$ cat src/rtl/refund_dispenser.sv
// Payout controller: pulses one product motor, then pays change coin by coin from the hopper.
// Build option: define REFUND_DISPENSER_COIN5_EN to enable the 5-unit tube (otherwise 1-unit only).
module refund_dispenser #(
  parameter int unsigned PULSE_CYCLES   = 4,
  parameter int unsigned TIMEOUT_CYCLES = 200
) (
  input  logic       clk,
  input  logic       rst,
  input  logic       start,
  input  logic [3:0] refund,
  input  logic [3:0] push,
  input  logic       coin_sense,
  input  logic       empty5,
  input  logic       empty1,
  output logic [3:0] vend_motor,
  output logic       eject5,
  output logic       eject1,
  output logic       busy,
  output logic       done,
  output logic       fault,
  output logic [3:0] owed
);

  localparam int unsigned AMT_W  = 4;
  localparam int unsigned PCNT_W = 4;
  localparam int unsigned TCNT_W = 8;
  localparam logic [PCNT_W-1:0] PULSE_LAST   = PCNT_W'(PULSE_CYCLES - 1);
  localparam logic [TCNT_W-1:0] TIMEOUT_LAST = TCNT_W'(TIMEOUT_CYCLES - 1);

  typedef enum logic [2:0] {
    S_IDLE  = 3'd0,
    S_VEND  = 3'd1,
    S_SEL   = 3'd2,
    S_EJECT = 3'd3,
    S_WAIT  = 3'd4,
    S_DONE  = 3'd5,
    S_FAULT = 3'd6
  } state_e;

  state_e              state_q, state_d;
  logic [AMT_W-1:0]    rem_q, rem_d;
  logic [3:0]          prod_q, prod_d;
  logic [PCNT_W-1:0]   pcnt_q, pcnt_d;
  logic [TCNT_W-1:0]   tcnt_q, tcnt_d;
  logic                hit_q, hit_d;
  logic                coin_q;
  logic                coin_edge_c;
  logic [AMT_W-1:0]    step_amt_c;

  logic [3:0]          vend_motor_q, vend_motor_d;
  logic                eject1_q, eject1_d;
  logic                busy_q, busy_d;
  logic                done_q, done_d;
  logic                fault_q, fault_d;

  assign coin_edge_c = coin_sense & ~coin_q;

`ifdef REFUND_DISPENSER_COIN5_EN
  logic den5_q, den5_d;
  logic eject5_q, eject5_d;
  assign step_amt_c = den5_q ? AMT_W'(5) : AMT_W'(1);
  assign eject5     = eject5_q;
`else
  logic unused_empty5;
  assign unused_empty5 = empty5;
  assign step_amt_c    = AMT_W'(1);
  assign eject5        = 1'b0;
`endif

  // State register
  always_ff @(posedge clk or posedge rst) begin
    if (rst) state_q <= S_IDLE;
    else     state_q <= state_d;
  end

  // Next state and datapath updates
  always_comb begin
    state_d = state_q;
    rem_d   = rem_q;
    prod_d  = prod_q;
    pcnt_d  = pcnt_q;
    tcnt_d  = tcnt_q;
    hit_d   = hit_q;
`ifdef REFUND_DISPENSER_COIN5_EN
    den5_d  = den5_q;
`endif
    case (state_q)
      S_IDLE: begin
        if (start) begin
          rem_d   = refund;
          prod_d  = push;
          pcnt_d  = '0;
          state_d = (push != 4'd0) ? S_VEND : S_SEL;
        end
      end
      S_VEND: begin
        if (pcnt_q == PULSE_LAST) begin
          pcnt_d  = '0;
          state_d = S_SEL;
        end else begin
          pcnt_d = pcnt_q + PCNT_W'(1);
        end
      end
      S_SEL: begin
        pcnt_d = '0;
        hit_d  = 1'b0;
        if (rem_q == '0) begin
          state_d = S_DONE;
`ifdef REFUND_DISPENSER_COIN5_EN
        end else if ((rem_q >= AMT_W'(5)) && !empty5) begin
          den5_d  = 1'b1;
          state_d = S_EJECT;
`endif
        end else if (!empty1) begin
`ifdef REFUND_DISPENSER_COIN5_EN
          den5_d  = 1'b0;
`endif
          state_d = S_EJECT;
        end else begin
          state_d = S_FAULT;
        end
      end
      S_EJECT: begin
        // Only the first sensor edge of an eject pays down the balance
        if (coin_edge_c && !hit_q) begin
          rem_d = rem_q - step_amt_c;
          hit_d = 1'b1;
        end
        if (pcnt_q == PULSE_LAST) begin
          pcnt_d  = '0;
          tcnt_d  = '0;
          state_d = (hit_q || coin_edge_c) ? S_SEL : S_WAIT;
        end else begin
          pcnt_d = pcnt_q + PCNT_W'(1);
        end
      end
      S_WAIT: begin
        if (coin_edge_c) begin
          rem_d   = rem_q - step_amt_c;
          state_d = S_SEL;
        end else if (tcnt_q == TIMEOUT_LAST) begin
          state_d = S_FAULT;
        end else begin
          tcnt_d = tcnt_q + TCNT_W'(1);
        end
      end
      S_DONE:  state_d = S_IDLE;
      S_FAULT: state_d = S_IDLE;
      default: state_d = S_IDLE;
    endcase
  end

  // Output values for the coming cycle, derived from the next state
  always_comb begin
    vend_motor_d = '0;
    eject1_d     = 1'b0;
`ifdef REFUND_DISPENSER_COIN5_EN
    eject5_d     = 1'b0;
`endif
    busy_d       = (state_d != S_IDLE);
    done_d       = (state_d == S_DONE);
    fault_d      = fault_q;
    if (state_d == S_VEND) vend_motor_d = prod_d;
    if (state_d == S_EJECT) begin
`ifdef REFUND_DISPENSER_COIN5_EN
      if (den5_d) eject5_d = 1'b1;
      else        eject1_d = 1'b1;
`else
      eject1_d = 1'b1;
`endif
    end
    if ((state_q == S_IDLE) && start) fault_d = 1'b0;
    if (state_d == S_FAULT)           fault_d = 1'b1;
  end

  // Datapath and output registers
  always_ff @(posedge clk or posedge rst) begin
    if (rst) begin
      rem_q        <= '0;
      prod_q       <= '0;
      pcnt_q       <= '0;
      tcnt_q       <= '0;
      hit_q        <= 1'b0;
      coin_q       <= 1'b0;
      vend_motor_q <= '0;
      eject1_q     <= 1'b0;
      busy_q       <= 1'b0;
      done_q       <= 1'b0;
      fault_q      <= 1'b0;
`ifdef REFUND_DISPENSER_COIN5_EN
      den5_q       <= 1'b0;
      eject5_q     <= 1'b0;
`endif
    end else begin
      rem_q        <= rem_d;
      prod_q       <= prod_d;
      pcnt_q       <= pcnt_d;
      tcnt_q       <= tcnt_d;
      hit_q        <= hit_d;
      coin_q       <= coin_sense;
      vend_motor_q <= vend_motor_d;
      eject1_q     <= eject1_d;
      busy_q       <= busy_d;
      done_q       <= done_d;
      fault_q      <= fault_d;
`ifdef REFUND_DISPENSER_COIN5_EN
      den5_q       <= den5_d;
      eject5_q     <= eject5_d;
`endif
    end
  end

  assign vend_motor = vend_motor_q;
  assign eject1     = eject1_q;
  assign busy       = busy_q;
  assign done       = done_q;
  assign fault      = fault_q;
  assign owed       = rem_q;

endmodule

$ cat config.mk
export PLATFORM = sky130hd
export DESIGN_NAME = refund_dispenser
export DESIGN_NICKNAME = d
export VERILOG_FILES = /design/src/rtl/refund_dispenser.sv
export SDC_FILE = /design/constraint.sdc
export NUM_CORES = 1
export LEC_CHECK = 0
export BUFFER_PORTS_ARGS = -buffer_cell sky130_fd_sc_hd__buf_2
export CAP_MARGIN = 10
export CORE_MARGIN = 5
export CORE_UTILIZATION = 55
export CTS_BUF_LIST = sky130_fd_sc_hd__clkbuf_16
export CTS_CLUSTER_DIAMETER = 200
export DETAILED_ROUTE_END_ITERATION = 16
export PLACE_DENSITY = 0.76
export SLEW_MARGIN = 20
export SYNTH_ARGS = -nofsm -noshare
export SYNTH_HDL_FRONTEND = slang
export SYNTH_SLANG_ARGS = --single-unit
$ cat constraint.sdc
create_clock -name clk -period 2.1 [get_ports clk]
set_input_delay 0.105 -clock clk [delete_from_list [all_inputs] [get_ports clk]]
set_output_delay 0.105 -clock clk [all_outputs]
set_load 0.005 [all_outputs]
# After elaboration in Yosys (flattened, before gate mapping)

Index checks and enable logic that the tools add are counted.

Flip-flop bits (word level): 33
Memories: 0
Latch bits: 0
Bits in writable memories: 0
Logic and storage cells: 80
Bits of input ports: 14
ROM bits: 0
Output and inout port bits: 13

Order comparisons: 0
Multiplexer cells: 29
Add/sub/neg operators: 3
Reductions and logical operators: 18
Bitwise logic cells: 2
Multiply operators: 0
Equal/unequal tests: 16
Shifts and indexed selects: 0
Div/mod/pow operators: 0

Operators by type and width:

| operator            | count |
|---|---|
| $mux 4              | 8 |
| $mux 3              | 8 |
| $mux 8              | 3 |
| $pmux 4 s3          | 2 |
| $pmux 8 s2          | 1 |
| $pmux 3 s5          | 1 |
| $ne 2x2->1 const B  | 6 |
| $eq 3x2->1 const B  | 3 |
| $eq 3x3->1 const B  | 3 |
| $reduce_bool 3->1   | 3 |
| $add 8x1->8 const B | 1 |
| $eq 8x8->1 const B  | 1 |
| $reduce_and 4->1    | 2 |
| $eq 3x1->1 const B  | 2 |
| $reduce_bool 2->1   | 3 |
| $add 4x1->4 const B | 1 |
| $eq 4x2->1 const B  | 1 |
| $logic_not 4->1     | 1 |
| $mux 1              | 4 |
| $reduce_and 2->1    | 2 |
| $reduce_bool 4->1   | 1 |
| $sub 4x1->4 const B | 1 |
| $logic_not 3->1     | 1 |
| $logic_and 1x1->1   | 2 |
| 7 further kinds     | 7 |

# Depth between registers and ports, before layout

Depth after elaboration: 8
Gate-level depth with buffers: 7
Depth with buffers taken out: 7

# Worst setup path before layout

Ideal clock, no wire load.

Path type: register -> register
Start point: register rem_q[0] (netlist: owed[0])
End point: register busy_q (netlist: busy)
Cell stages (with the launch flop): 8
Path slack: 0.252 ns
Clock period less this slack: 1.848 ns
Library setup time: 0.147 ns
Arrival: 1.701 ns
Required time: 1.953 ns
Path buffers: 0
Cell sequence: dfrtp_1 -> inv_1 -> ha_1 -> or3b_2 -> a22oi_1 -> o311a_1 -> and2b_1 -> nand3_1

Word-level cells in the longest chain between the ends: 4

Ends and longest elaborated chain:

| element                | line | RTL |
|---|---|---|
| from (decl)            | 41   | `logic [AMT_W-1:0] rem_q, rem_d;` |
| from (signal assigned) | 195  | `rem_q <= rem_d;` |
| $logic_not 4->1        | 107  | `if (rem_q == '0) begin` |
| $mux 3                 | 107  |  |
| $pmux 3 s5             | 87   | `case (state_q)` |
| $reduce_bool 3->1      | 160  | `busy_d = (state_d != S_IDLE);` |
| net busy_d             | 52   | `logic busy_q, busy_d;` |
| to (signal assigned)   | 203  | `busy_q <= busy_d;` |
| to (decl)              | 52   |  |

The timed path passes the listed nets, and every way through them passes these cells.
A chain may end at the register's enable or synchronous reset.

# Final worst setup path

Ends and elaborated chain as after synthesis.

==> flow_summary.toml <==
[route]
vias = 1371
wl_per_cell_um = 15.3
first_iter_violations = 81
firstDrtPassIters = 4
ant_nets = 0
viasPerCell = 5.67
drt-total-wl_um = 3700
drcViolationCount = 0

[timing]
drv_slew = 0
worst_slack_ns = 0.0822
max_freq_mhz = 496
fin_crit_ns = 2.02
slew-limit-headroom_pct = 59.1
clock_skew_ns = 0.00362
setup_viol = 0
hold_viol = 0
fin_setup_tns_ns = 0
post-route-period-util_pct = 96.1
worst_pin_slew_ns = 0.608

[clock_network]
numCtsBuffers = 5
cts_root_buffer = "clkbuf_16"
htreeDepth = 2
clock_latency_ns = 0.27
post_cts_buffers = 0
cts.sinks = 33
clk_path_buf_depth = 2
cts_tree = "built"
clk_pin_slew_worst_paths_ns = 0.05

[synth]
synthAdderAreaFrac_pct = 2.18
ys_ff_latch = 33
synth.area.mux_share_pct = 3.79
synth.avg_cell_area_um2 = 10.5
yosys_most_used_dff = "dfrtp_1"
syn-cell-area_um2 = 1720
synthTopCellsByCount = "33 x dfrtp_1, 13 x nand2_1, 13 x o21ai_0, 10 x inv_1, 9 x nand3_1"
yosysMostFrequentCell = "dfrtp_1"
ys_seq_area_share_pct = 48.1
synth-xor-area-share_pct = 1.53
synth.distinct_cells = 50
yosysTopAreaCellShare_pct = 48.1
synth_top_area_cell = "dfrtp_1"
synth_area_leaders = "dfrtp_1 48%, o21ai_0 3.8%, nand2_1 2.8%, nand3_1 2.6%, mux2_2 2.6%"
synth-simple-area-share_pct = 23.7
synth-edff-count = 0
synth_nets = 180
async_flop_share_pct = 100
synth-compound-area-share_pct = 15.6
yosys_warnings = 0
netlist_instances = 163
synth_top_family_by_area = "simple AND/OR/NAND/NOR gates"

[placed_design]
io_buffers = 24
post-place-ws_ns = 0.0212
dp_hpwl_um = 2690
gp_congestion = 0.818

[floorplanning]
core_area_um2 = 3030
start_util_pct = 56.7
die_w_um = 65.9
io_pins = 27
fp-row-count = 20
die_h_um = 65.9
dieArea_um2 = 4340

[global_route]
grt_use_met1_pct = 20.4
gr-usage-met3_pct = 6.97
grt_pass1_wl_um = 6060
grt_max_degree = 34
grt_pass1_vias = 1340
grt_usage_pct = 18.9
grt-ovfl-total = 0
met2_usage_pct = 32.9
antenna_found_initial = 0
grt.busiest_layer = "met2"

[critical_path]
cp-start-kind = "flip-flop"
crit_type = "flip-flop to flip-flop"
reg2reg_depth = 7
crit_arrival_ns = 2.17
worstReg2RegEnd = "busy"
end_kind = "flip-flop"
cp_max_fo = 5
r2r_slack_ns = 0.08
crit_required_ns = 2.25
r2r-start = "owed[0]"

[outcome]
status = "completed"

[run]
maxCapViolCount = 0

[finish]
n_fill_cell = 225
area_delta_synth_final_pct = 20.6
nets = 214
diodes = 0
drive_gt1_share_pct = 29.3

[hold_path]
hp-class = "input port to flip-flop"
hold_depth = 2
hold_end = "prod_q[2]"
hold_start = "push[2]"

[pwr]
ir_drop_uv = 829
p_total_uw = 2730
cellLeakagePower_uw = 0.000943
powerDensity_nw_per_um2 = 1320
cell families after synthesis:
| logic type | after synthesis |
|---|---|
| multiplexers | 6 |
| flip-flops | 33 |
| XOR/XNOR | 3 |
| other | 1 |
| AO/OA/AOI/OAI | 37 |
| AND/OR/NAND/NOR | 64 |
| buffers and inverters | 16 |
| adder cells (fa/ha/maj) | 3 |
power by group:
group          switching [µW]  internal, µW  total (µW)
logic                     563           483        1050
registers                 159           847        1010
clock network             247           427         675
total                     969          1760        2730
layout by cell type (no fill, tap or decap), types with 5 or more instances in the layout:
| master | count |
|---|---|
| dfrtp_1 | 33 |
| buf_2 | 24 |
| inv_1 | 10 |
| nor2b_1 | 6 |
| nand2_1 | 13 |
| a21oi_1 | 7 |
| buf_4 | 7 |
| nand3_1 | 8 |
| nor2_1 | 6 |
| o21ai_0 | 13 |
| clkbuf_16 | 5 |
layer usage:
layer | vias up | wire (µm)
li1 | 640 | -
met1 | 685 | 1440
met2 | 34 | 2000
met3 | 12 | 179
met4 | 0 | 83
met5 | - | 0
registers in the layout, indices dropped and copies added, names as in the netlist, 3 cells and up:
register and count:
vend_motor 4, owed 4, tcnt_q 8, prod_q 4
state_q 3, pcnt_q 4
stage by stage:
step	hold WS [ns]	cell area [µm²]	utilization, %	std cells
6_report	0.0968	2070	68.4	242
5_1_grt	0.103	2070	68.4	242
4_1_cts	0.0872	2060	67.9	242
3_5_place_dp	0.210	1900	62.7	232
3_3_place_gp	0.203	1900	62.7	232
2_1_floorplan	0.136	1720	-	163
worst max-delay path by stage:
| stage | start | slack [ns] | cells after the start | to |
|---|---|---|---|---|
| CTS | pcnt_q[1] | 0.01 | 6 | vend_motor[1] |
| detailed placement | pcnt_q[0] | 0.02 | 6 | vend_motor[1] |
| floorplan | owed[0] | 0.25 | 7 | busy |
| finish | owed[0] | 0.08 | 7 | busy |
| global placement | pcnt_q[0] | 0.12 | 6 | busy |
| global route | owed[0] | -0.02 | 7 | busy |
timing repair:
| item | CTS | global route |
|---|---|---|
| hold endpoints to repair | 34 | 0 |
| setup endpoints to repair | 0 | 9 |
| gates resized for setup | 0 | 5 |
| hold buffers | 2 | 0 |
critical path: stages (launching register included):
cell and delay (ns):
dfrtp_1 0.42, inv_1 0.08, ha_1 0.18, or3b_2 0.52
a22oi_2 0.20, o311a_1 0.22, and2b_2 0.20, nand3_1 0.08
cell type report:
type,instances,area [µm²],area share [%]
inverter,10,37.5,1.81
sequential,33,826,39.9
timing repair buffer,33,193,9.30
multi-input combinational,114,823,39.7
tap,44,55.1,2.66
clock inverter,3,12.5,0.604
clock buffer,5,125,6.04
Note: power is estimated with default switching activity, not from simulation.
